[config.mk]
export PLATFORM = sky130hd
export DESIGN_NAME = neuron_alu
export DESIGN_NICKNAME = d
export VERILOG_FILES = /design/src/rtl/neuron_alu.sv
export SDC_FILE = /design/constraint.sdc
export NUM_CORES = 1
export LEC_CHECK = 0
export ABC_AREA = 1
export CORE_MARGIN = 2
export CORE_UTILIZATION = 46
export CTS_CLUSTER_SIZE = 20
export DETAILED_ROUTE_END_ITERATION = 6
export GPL_TIMING_DRIVEN = 0
export PLACE_DENSITY_LB_ADDON = 0.05
export SKIP_LAST_GASP = 1
export SLEW_MARGIN = 20
export SYNTH_ARGS = -nofsm -noshare
export SYNTH_HDL_FRONTEND = slang
export SYNTH_SLANG_ARGS = --single-unit
[constraint.sdc]
create_clock -name clk -period 3.55 [get_ports clk]
set_input_delay 0.355 -clock clk [delete_from_list [all_inputs] [get_ports clk]]
set_output_delay 0.355 -clock clk [all_outputs]
set_load 0.01 [all_outputs]
[src/rtl/neuron_alu.sv]
// neuron_alu: four-input MAC neuron with saturating accumulator and clamped activation.
//   clk, rst         : clock, asynchronous active-high reset
//   clear            : zero accumulator and overflow flag (wins over accumulate)
//   accumulate       : add registered partial sum into the accumulator
//   weight1..weight4 : signed 4-bit weights
//   input1..input4   : unsigned 4-bit activations
//   bias             : signed 4-bit bias, scaled by 16 before the output shift
//   ALUOutput        : registered activation, clamp(((acc + bias*16) >>> OUT_SHIFT) + OUT_OFFSET, 0, 15)
//   acc_out          : accumulator value
//   overflow         : sticky saturation flag
module neuron_alu #(
  parameter int unsigned ACC_WIDTH  = 16,
  parameter int unsigned OUT_SHIFT  = 5,
  parameter int          OUT_OFFSET = 8
) (
  input  logic                        clk,
  input  logic                        rst,
  input  logic                        clear,
  input  logic                        accumulate,
  input  logic signed [3:0]           weight1,
  input  logic signed [3:0]           weight2,
  input  logic signed [3:0]           weight3,
  input  logic signed [3:0]           weight4,
  input  logic        [3:0]           input1,
  input  logic        [3:0]           input2,
  input  logic        [3:0]           input3,
  input  logic        [3:0]           input4,
  input  logic signed [3:0]           bias,
  output logic        [3:0]           ALUOutput,
  output logic signed [ACC_WIDTH-1:0] acc_out,
  output logic                        overflow
);

  localparam int unsigned PW = 9;              // product width
  localparam int unsigned SW = 11;             // partial-sum width
  localparam int unsigned XW = ACC_WIDTH + 1;  // accumulate / total width
  localparam int unsigned TW = ACC_WIDTH + 2;  // width after offset add

  localparam logic signed [XW-1:0] ACC_MAX  = {2'b00, {(ACC_WIDTH-1){1'b1}}};
  localparam logic signed [XW-1:0] ACC_MIN  = {2'b11, {(ACC_WIDTH-1){1'b0}}};
  localparam logic signed [TW-1:0] OFFSET_T = TW'(OUT_OFFSET);
  localparam logic signed [TW-1:0] ACT_MAX  = TW'(15);

  // Unsigned activation times signed weight, both widened to the product width.
  function automatic logic signed [PW-1:0] mul(input logic [3:0] a, input logic signed [3:0] w);
    logic signed [PW-1:0] a_w;
    logic signed [PW-1:0] w_w;
    a_w = {5'b00000, a};
    w_w = {{5{w[3]}}, w};
    return a_w * w_w;
  endfunction

  function automatic logic signed [SW-1:0] sx_p(input logic signed [PW-1:0] p);
    return {{(SW-PW){p[PW-1]}}, p};
  endfunction

  logic signed [PW-1:0]        p1, p2, p3, p4;
  logic signed [SW-1:0]        psum;
  logic signed [ACC_WIDTH-1:0] acc;

  // Stage 1: products
  always_ff @(posedge clk or posedge rst) begin
    if (rst) begin
      p1 <= '0;
      p2 <= '0;
      p3 <= '0;
      p4 <= '0;
    end else begin
      p1 <= mul(input1, weight1);
      p2 <= mul(input2, weight2);
      p3 <= mul(input3, weight3);
      p4 <= mul(input4, weight4);
    end
  end

  // Stage 2: partial sum
  always_ff @(posedge clk or posedge rst) begin
    if (rst) begin
      psum <= '0;
    end else begin
      psum <= sx_p(p1) + sx_p(p2) + sx_p(p3) + sx_p(p4);
    end
  end

  // Saturating add of the partial sum into the accumulator
  logic signed [XW-1:0]        acc_x;
  logic signed [XW-1:0]        psum_x;
  logic signed [XW-1:0]        sum_x;
  logic signed [ACC_WIDTH-1:0] acc_sat_c;
  logic                        sat_hit_c;

  always_comb begin
    acc_x     = {acc[ACC_WIDTH-1], acc};
    psum_x    = {{(XW-SW){psum[SW-1]}}, psum};
    sum_x     = acc_x + psum_x;
    acc_sat_c = sum_x[ACC_WIDTH-1:0];
    sat_hit_c = 1'b0;
    if (sum_x > ACC_MAX) begin
      acc_sat_c = ACC_MAX[ACC_WIDTH-1:0];
      sat_hit_c = 1'b1;
    end else if (sum_x < ACC_MIN) begin
      acc_sat_c = ACC_MIN[ACC_WIDTH-1:0];
      sat_hit_c = 1'b1;
    end
  end

  // Accumulator and sticky overflow; clear has priority over accumulate
  always_ff @(posedge clk or posedge rst) begin
    if (rst) begin
      acc      <= '0;
      overflow <= 1'b0;
    end else if (clear) begin
      acc      <= '0;
      overflow <= 1'b0;
    end else if (accumulate) begin
      acc      <= acc_sat_c;
      overflow <= overflow | sat_hit_c;
    end
  end

  assign acc_out = acc;

  // Activation: bias scaled by 16, arithmetic shift (floor), offset, clamp to 0..15
  logic signed [XW-1:0] bias_x;
  logic signed [XW-1:0] total_c;
  logic signed [XW-1:0] shifted_c;
  logic signed [TW-1:0] biased_c;
  logic        [3:0]    act_c;

  always_comb begin
    bias_x    = {{(XW-4){bias[3]}}, bias};
    total_c   = {acc[ACC_WIDTH-1], acc} + (bias_x <<< 4);
    shifted_c = total_c >>> OUT_SHIFT;
    biased_c  = {shifted_c[XW-1], shifted_c} + OFFSET_T;
    act_c     = biased_c[3:0];
    if (biased_c < 0) begin
      act_c = 4'd0;
    end else if (biased_c > ACT_MAX) begin
      act_c = 4'd15;
    end
  end

  always_ff @(posedge clk or posedge rst) begin
    if (rst) begin
      ALUOutput <= 4'd0;
    end else begin
      ALUOutput <= act_c;
    end
  end

endmodule

# == Word-level counts from Yosys, hierarchy flattened ==
# Index checks and enable logic that the tools add are counted.
# word_totals
input_bits,40
reg_bits,68
# op_classes
reduce_logical,1
bitwise,1
add_sub_neg,6
n_mux,10
magnitude_cmp,4
n_mul,4
# op_table
cell,count
2-to-1 mux 16 bit,4
multiplier 5 x 4 -> 9 bit,4
adder 16 x 11 -> 17 bit,1
adder 16 x 8 -> 17 bit,1
"> comparator 17 x 16 -> 1 bit, second input constant",1
"< comparator 17 x 16 -> 1 bit, second input constant",1
"adder 12 x 5 -> 13 bit, second input constant",1
"> comparator 13 x 5 -> 1 bit, second input constant",1
"< comparator 13 x 1 -> 1 bit, second input constant",1
adder 10 x 9 -> 11 bit,1
adder 11 x 9 -> 11 bit,1
adder 9 x 9 -> 10 bit,1
2-to-1 mux 4 bit,2
2-to-1 mux 1 bit,4
nonzero test 2 bit,1
bitwise OR 1 bit,1

# == Logic depth before layout (Yosys ltp) ==
# depth
depth_word,7
depth_mapped,19
depth_no_buf,19

# == Worst setup path before layout ==
# No wires, ideal clock.
# synth_path
kind,in2reg
start,input port weight1[3]
end,register p1[8]
t_arrival_ns,3.199
slack_ns,0.229
path_buffers,0
cell_stages,14
required_time_ns,3.429
path_cell_list,inv_1 or2_2 fa_1 fa_1 fa_1 inv_1 ha_1 inv_1 nor2_1 a211oi_1 nor2_1 o21ai_0 nand2_1 xor2_1
# synth_between
elab_chain_len,1
# synth_rtl
element,line,text
from (decl),20,"input logic signed [3:0] weight1,"
multiplier 5 x 4 -> 9 bit,50,return a_w * w_w;
to (signal assigned),69,"p1 <= mul(input1, weight1);"
to (decl),57,"logic signed [PW-1:0] p1, p2, p3, p4;"
# Every way passes these cells.
# A chain may end at the register's enable or synchronous reset.

# == Final worst setup path ==
# layout_path
start,input port input1[0]
end,register p1[8]
# layout_between
elab_chain_len,1
# layout_rtl
element,line,text
from (decl),24,"input logic [3:0] input1,"
multiplier 5 x 4 -> 9 bit,50,
# Every way passes these cells.

==> results_tabular.tex <==
\begin{tabular}{lr}
\hline
Metric & Value \\
\hline
\multicolumn{2}{l}{\textbf{CTS}} \\
\quad Cts bufs inserted & 9 \\
\quad Number of sinks handled by clock tree synthesis & 68 \\
\quad Clock Pin Slew Worst Setup and Hold Paths & 50 ps \\
\quad Clk root buf & sky130\_fd\_sc\_hd\_\_clkbuf\_16 \\
\quad Clock tree from TritonCTS & done \\
\quad Number of levels in the clock H-tree & 3 \\
\quad Clock Latency Late Sink & 330 ps \\
\quad Max Root-Sink Buffers & 2 \\
\multicolumn{2}{l}{\textbf{Cells and area}} \\
\quad Fraction of final layout cells with drive strength greater than 1 & 11.88\% \\
\quad \# nets final & 1075 \\
\quad Area of all placed cells without fillers & 8063 µm² \\
\quad Count of inserted antenna diode cells & 0 \\
\quad Layout area overhead & 17.76\% \\
\quad Count of fill cells added during filler insertion & 1339 \\
\multicolumn{2}{l}{\textbf{Critical path}} \\
\quad Peak fanout along the critical path & 4 \\
\quad Arrival time at the worst endpoint & 3600 ps \\
\quad Crit start category & input port \\
\quad Critical path required time & 3760 ps \\
\quad Category of the worst setup path capture point & register \\
\quad Category of the critical setup timing path & in -> reg \\
\multicolumn{2}{l}{\textbf{STA}} \\
\quad Period utilization & 95.48\% \\
\quad Fin Setup TNS & 0 ps \\
\quad Transition time at the pin with the least slew margin & 545.1 ps \\
\quad Worst relative slew slack & 63.53\% \\
\quad Max Slew Vio Count & 0 \\
\quad Post-Route Skew & 11.07 ps \\
\quad Setup repair after global routing missed its margin & true \\
\quad Final Hold Viols & 0 \\
\quad Achievable frequency & 0.2950 GHz \\
\quad \# setup viols final & 0 \\
\quad Crit path time final & 3389 ps \\
\multicolumn{2}{l}{\textbf{Synth}} \\
\quad Share of Yosys cell area claimed by the top area cell type & 24.85\% \\
\quad Cell area after technology mapping & 6847 µm² \\
\quad Unique cell type count in the Yosys netlist & 42 \\
\quad Share of synthesized registers carrying an async set or reset & 100.0\% \\
\quad Mean instance size in the synthesized netlist & 8.432 µm² \\
\quad Post-synth top flop & sky130\_fd\_sc\_hd\_\_dfrtp\_1 \\
\quad Seq cells post-synth & 68 \\
\quad Number of synthesized flops with an enable pin & 0 \\
\quad Top cells by area, synth & sky130\_fd\_sc\_hd\_\_dfrtp\_1 25\%, sky130\_fd\_sc\_hd\_\_ha\_1 20\%, sky130\_fd\_sc\_hd\_\_fa\_1 12\% \\
\quad Count of yosys warnings during synthesis & 0 \\
\quad Syn Nets & 1000 \\
\quad Number of instances in the synthesized netlist & 812 \\
\quad Most area-hungry cell type in the Yosys netlist & sky130\_fd\_sc\_hd\_\_dfrtp\_1 \\
\quad Sequential area share after synthesis & 24.85\% \\
\multicolumn{2}{l}{\textbf{Routing}} \\
\quad Number of routed nets with antenna violations & 0 \\
\quad Total number of vias & 5267 \\
\quad DRC & 0 \\
\quad Routed via count divided by cell count & 4.895 \\
\quad First drt pass iteration count & 4 \\
\quad Wirelength, routed & 13510 µm \\
\quad Number of DRC markers after the initial detailed-route iteration & 194 \\
\quad Average wire length per cell after detail routing & 12.56 µm \\
\multicolumn{2}{l}{\textbf{Place}} \\
\quad Count of input and output buffers & 60 \\
\quad DPL Wire Length & 11540 µm \\
\quad Placed cell areas & 7700 µm² \\
\quad Routability congestion estimate & 0.8836 \\
\multicolumn{2}{l}{\textbf{Floorplanning}} \\
\quad Top Ports & 61 \\
\quad Floorplan die area & 15880 µm² \\
\quad Chip height & 126 µm \\
\quad Number of core rows & 44 \\
\quad Initial Util & 47.11\% \\
\quad Width of the die & 126 µm \\
\quad Core region area & 14530 µm² \\
\multicolumn{2}{l}{\textbf{Power and ir drop}} \\
\quad Clock share of power & 13.6\% \\
\quad Maximum vdd drop & 0.0003403 V \\
\quad Psw & 0.002869 W \\
\quad Switching share of power & 46.48\% \\
\quad Static leakage power & 4.402 nW \\
\quad Part of the total power dissipated in combinational logic & 66.0\% \\
\quad Sequential share of power & 20.4\% \\
\quad Power, Total & 0.006172 W \\
\quad PwrDens & 765.5 nW/µm² \\
\quad Internal portion of total power & 0.003303 W \\
\multicolumn{2}{l}{\textbf{Job}} \\
\quad Max Cap Violations & 0 \\
\multicolumn{2}{l}{\textbf{Global routing}} \\
\quad First-pass GRT wire length & 23930 µm \\
\quad Initial antenna violation count & 0 \\
\quad Largest net degree at the start of global routing & 36 \\
\quad Total grt overflow & 0 \\
\quad GRT Util Overall & 18.17\% \\
\quad Vias in the first global route & 5447 \\
\multicolumn{2}{l}{\textbf{Min path}} \\
\quad Hold Crit Class & in -> reg \\
\multicolumn{2}{l}{\textbf{Status}} \\
\quad Run status & complete, no violations \\
\hline
\end{tabular}
-- sequential cells by signal (all words and copies together), names as in the netlist --
signal	flops
acc_out	16
psum	11
p1	9
p2	9
p3	9
p4	9
ALUOutput	4
overflow	1
-- power by group through the flow --
stage / clock, W / combinational (W) / sequential, W
3_3_place_gp: 0 / 0.00396 / 0.00128
3_5_place_dp: 0 / 0.00405 / 0.00128
2_1_floorplan: 0 / 0.00314 / 0.00125
5_1_grt: 0.000898 / 0.00468 / 0.00129
4_1_cts: 0.000863 / 0.00409 / 0.00127
6_report: 0.000839 / 0.00407 / 0.00126
-- final timing paths --
check | start | to | slack, ps | depth (start not counted)
max in group asynchronous | rst | acc_out[9]$_DFFE_PP0P_ | 2640 | 3
min in group asynchronous | rst | ALUOutput[3]$_DFF_PP0_ | 380 | 2
worst max-delay path | input1[0] | p1[8]$_DFF_PP0_ | 160 | 14
worst min-delay path | input4[0] | p4[0]$_DFF_PP0_ | 310 | 3
worst max register to register | p2[1]$_DFF_PP0_ | psum[9]$_DFF_PP0_ | 290 | 11
worst min register to register | p4[0]$_DFF_PP0_ | psum[0]$_DFF_PP0_ | 480 | 1
-- logic make-up (layout without fill, tap and decap cells) --
logic type      after synthesis  count (layout)  share of synthesized area [%]
flops                        68              68                          24.85
compound gates               86              86                          8.443
xor+xnor                     41              41                          5.355
simple gates                308             308                          20.63
fa+ha+maj                   148             148                          31.54
buf+inv                     161             241                          9.174
-- Yosys cell counts, types with 2 or more instances --
cell type                  count
sky130_fd_sc_hd__xor2_1       24
sky130_fd_sc_hd__a21oi_2       3
sky130_fd_sc_hd__nand3_2       7
sky130_fd_sc_hd__nor2_2        6
sky130_fd_sc_hd__nand2_4       3
sky130_fd_sc_hd__o21ai_2       2
sky130_fd_sc_hd__o211ai_2     10
sky130_fd_sc_hd__o21ai_1       2
sky130_fd_sc_hd__nor2_1       44
sky130_fd_sc_hd__nor2_4        3
sky130_fd_sc_hd__a211oi_1      4
sky130_fd_sc_hd__o21ai_0      15
sky130_fd_sc_hd__nand4_1       9
sky130_fd_sc_hd__inv_2         6
sky130_fd_sc_hd__nand2_1     176
sky130_fd_sc_hd__o21bai_1      6
sky130_fd_sc_hd__o211ai_1      2
sky130_fd_sc_hd__inv_1       152
sky130_fd_sc_hd__nand3_1      26
sky130_fd_sc_hd__or2_2         9
sky130_fd_sc_hd__xnor2_1      16
sky130_fd_sc_hd__ha_1        107
sky130_fd_sc_hd__dfrtp_1      68
sky130_fd_sc_hd__a31oi_1       2
sky130_fd_sc_hd__nand2_2      17
sky130_fd_sc_hd__fa_1         41
sky130_fd_sc_hd__nor3_1        4
sky130_fd_sc_hd__a21oi_1      34
-- cell usage in the layout, fill, tap and decap left out, drive strengths merged --
cell           count
a211oi             5
a21boi             1
a21o               1
a21oi             37
a31oi              2
and2               1
buf                6
clkbuf            12
clkdlybuf4s50     54
clkinv             2
clkinvlp           3
dfrtp             68
dlymetal6s2s       6
fa                41
ha               107
inv              158
nand2            196
nand3             33
nand3b             1
nand4             10
nor2              53
nor3               5
o2111ai            1
o211ai            12
o21a               1
o21ai             19
o21bai             6
o31ai              1
or2                9
xnor2             16
xor2              25
-- metrics by stage --
stage | utilization [%] | std cells | hold WS [ps] | setup WS, ps
after floorplan | - | 812 | 421.4 | 229.2
after global placement | 52.82 | 1056 | 474.8 | -526.0
after detailed placement | 52.98 | 1057 | 475.7 | -534.0
after CTS | 55.14 | 1073 | 392.5 | -59.46
after global routing | 55.48 | 1076 | 329.7 | -18.63
final | 55.48 | 1076 | 306.4 | 160.6
-- layer usage --
layer,GRT usage (%),vias up,part of all wire (%)
met5,0,-,0
met4,3.878,0,0.90
met3,2.464,9,2.6
met2,33.43,70,52
met1,22.74,2468,44
li1,-,2720,-
-- final cells by class --
type                            count  area [µm²]  share of cell area [%]
Buffer                              3       35.03                  0.4345
Clock buffer                       11       252.7                   3.135
Clock inverter                      5       36.28                  0.4500
Multi-Input combinational cell    583        4553                   56.47
Tap cell                          184       230.2                   2.855
Inverter                          158       595.6                   7.387
Timing Repair Buffer               64       658.1                   8.163
Sequential cell                    68        1702                   21.10
-- what timing repair did --
action / 4_1_cts / 5_1_grt
resized for setup: 10 / 13
pin swaps: 2 / 13
hold buffers: 0 / 0
buffers inserted: 0 / 3
setup endpoints to repair: 8 / 8
-- critical path: stages --
cell                              delay, ps
sky130_fd_sc_hd__clkdlybuf4s50_1        460
sky130_fd_sc_hd__or2_2                  320
sky130_fd_sc_hd__fa_1                   500
sky130_fd_sc_hd__fa_1                   430
sky130_fd_sc_hd__fa_1                   510
sky130_fd_sc_hd__inv_1                   40
sky130_fd_sc_hd__ha_1                   180
sky130_fd_sc_hd__inv_1                   80
sky130_fd_sc_hd__nor2_1                  60
sky130_fd_sc_hd__a211oi_2               210
sky130_fd_sc_hd__nor2_1                  60
sky130_fd_sc_hd__o21ai_1                110
sky130_fd_sc_hd__nand2_1                100
sky130_fd_sc_hd__xor2_2                 160
(Power assumes the default switching activity.)
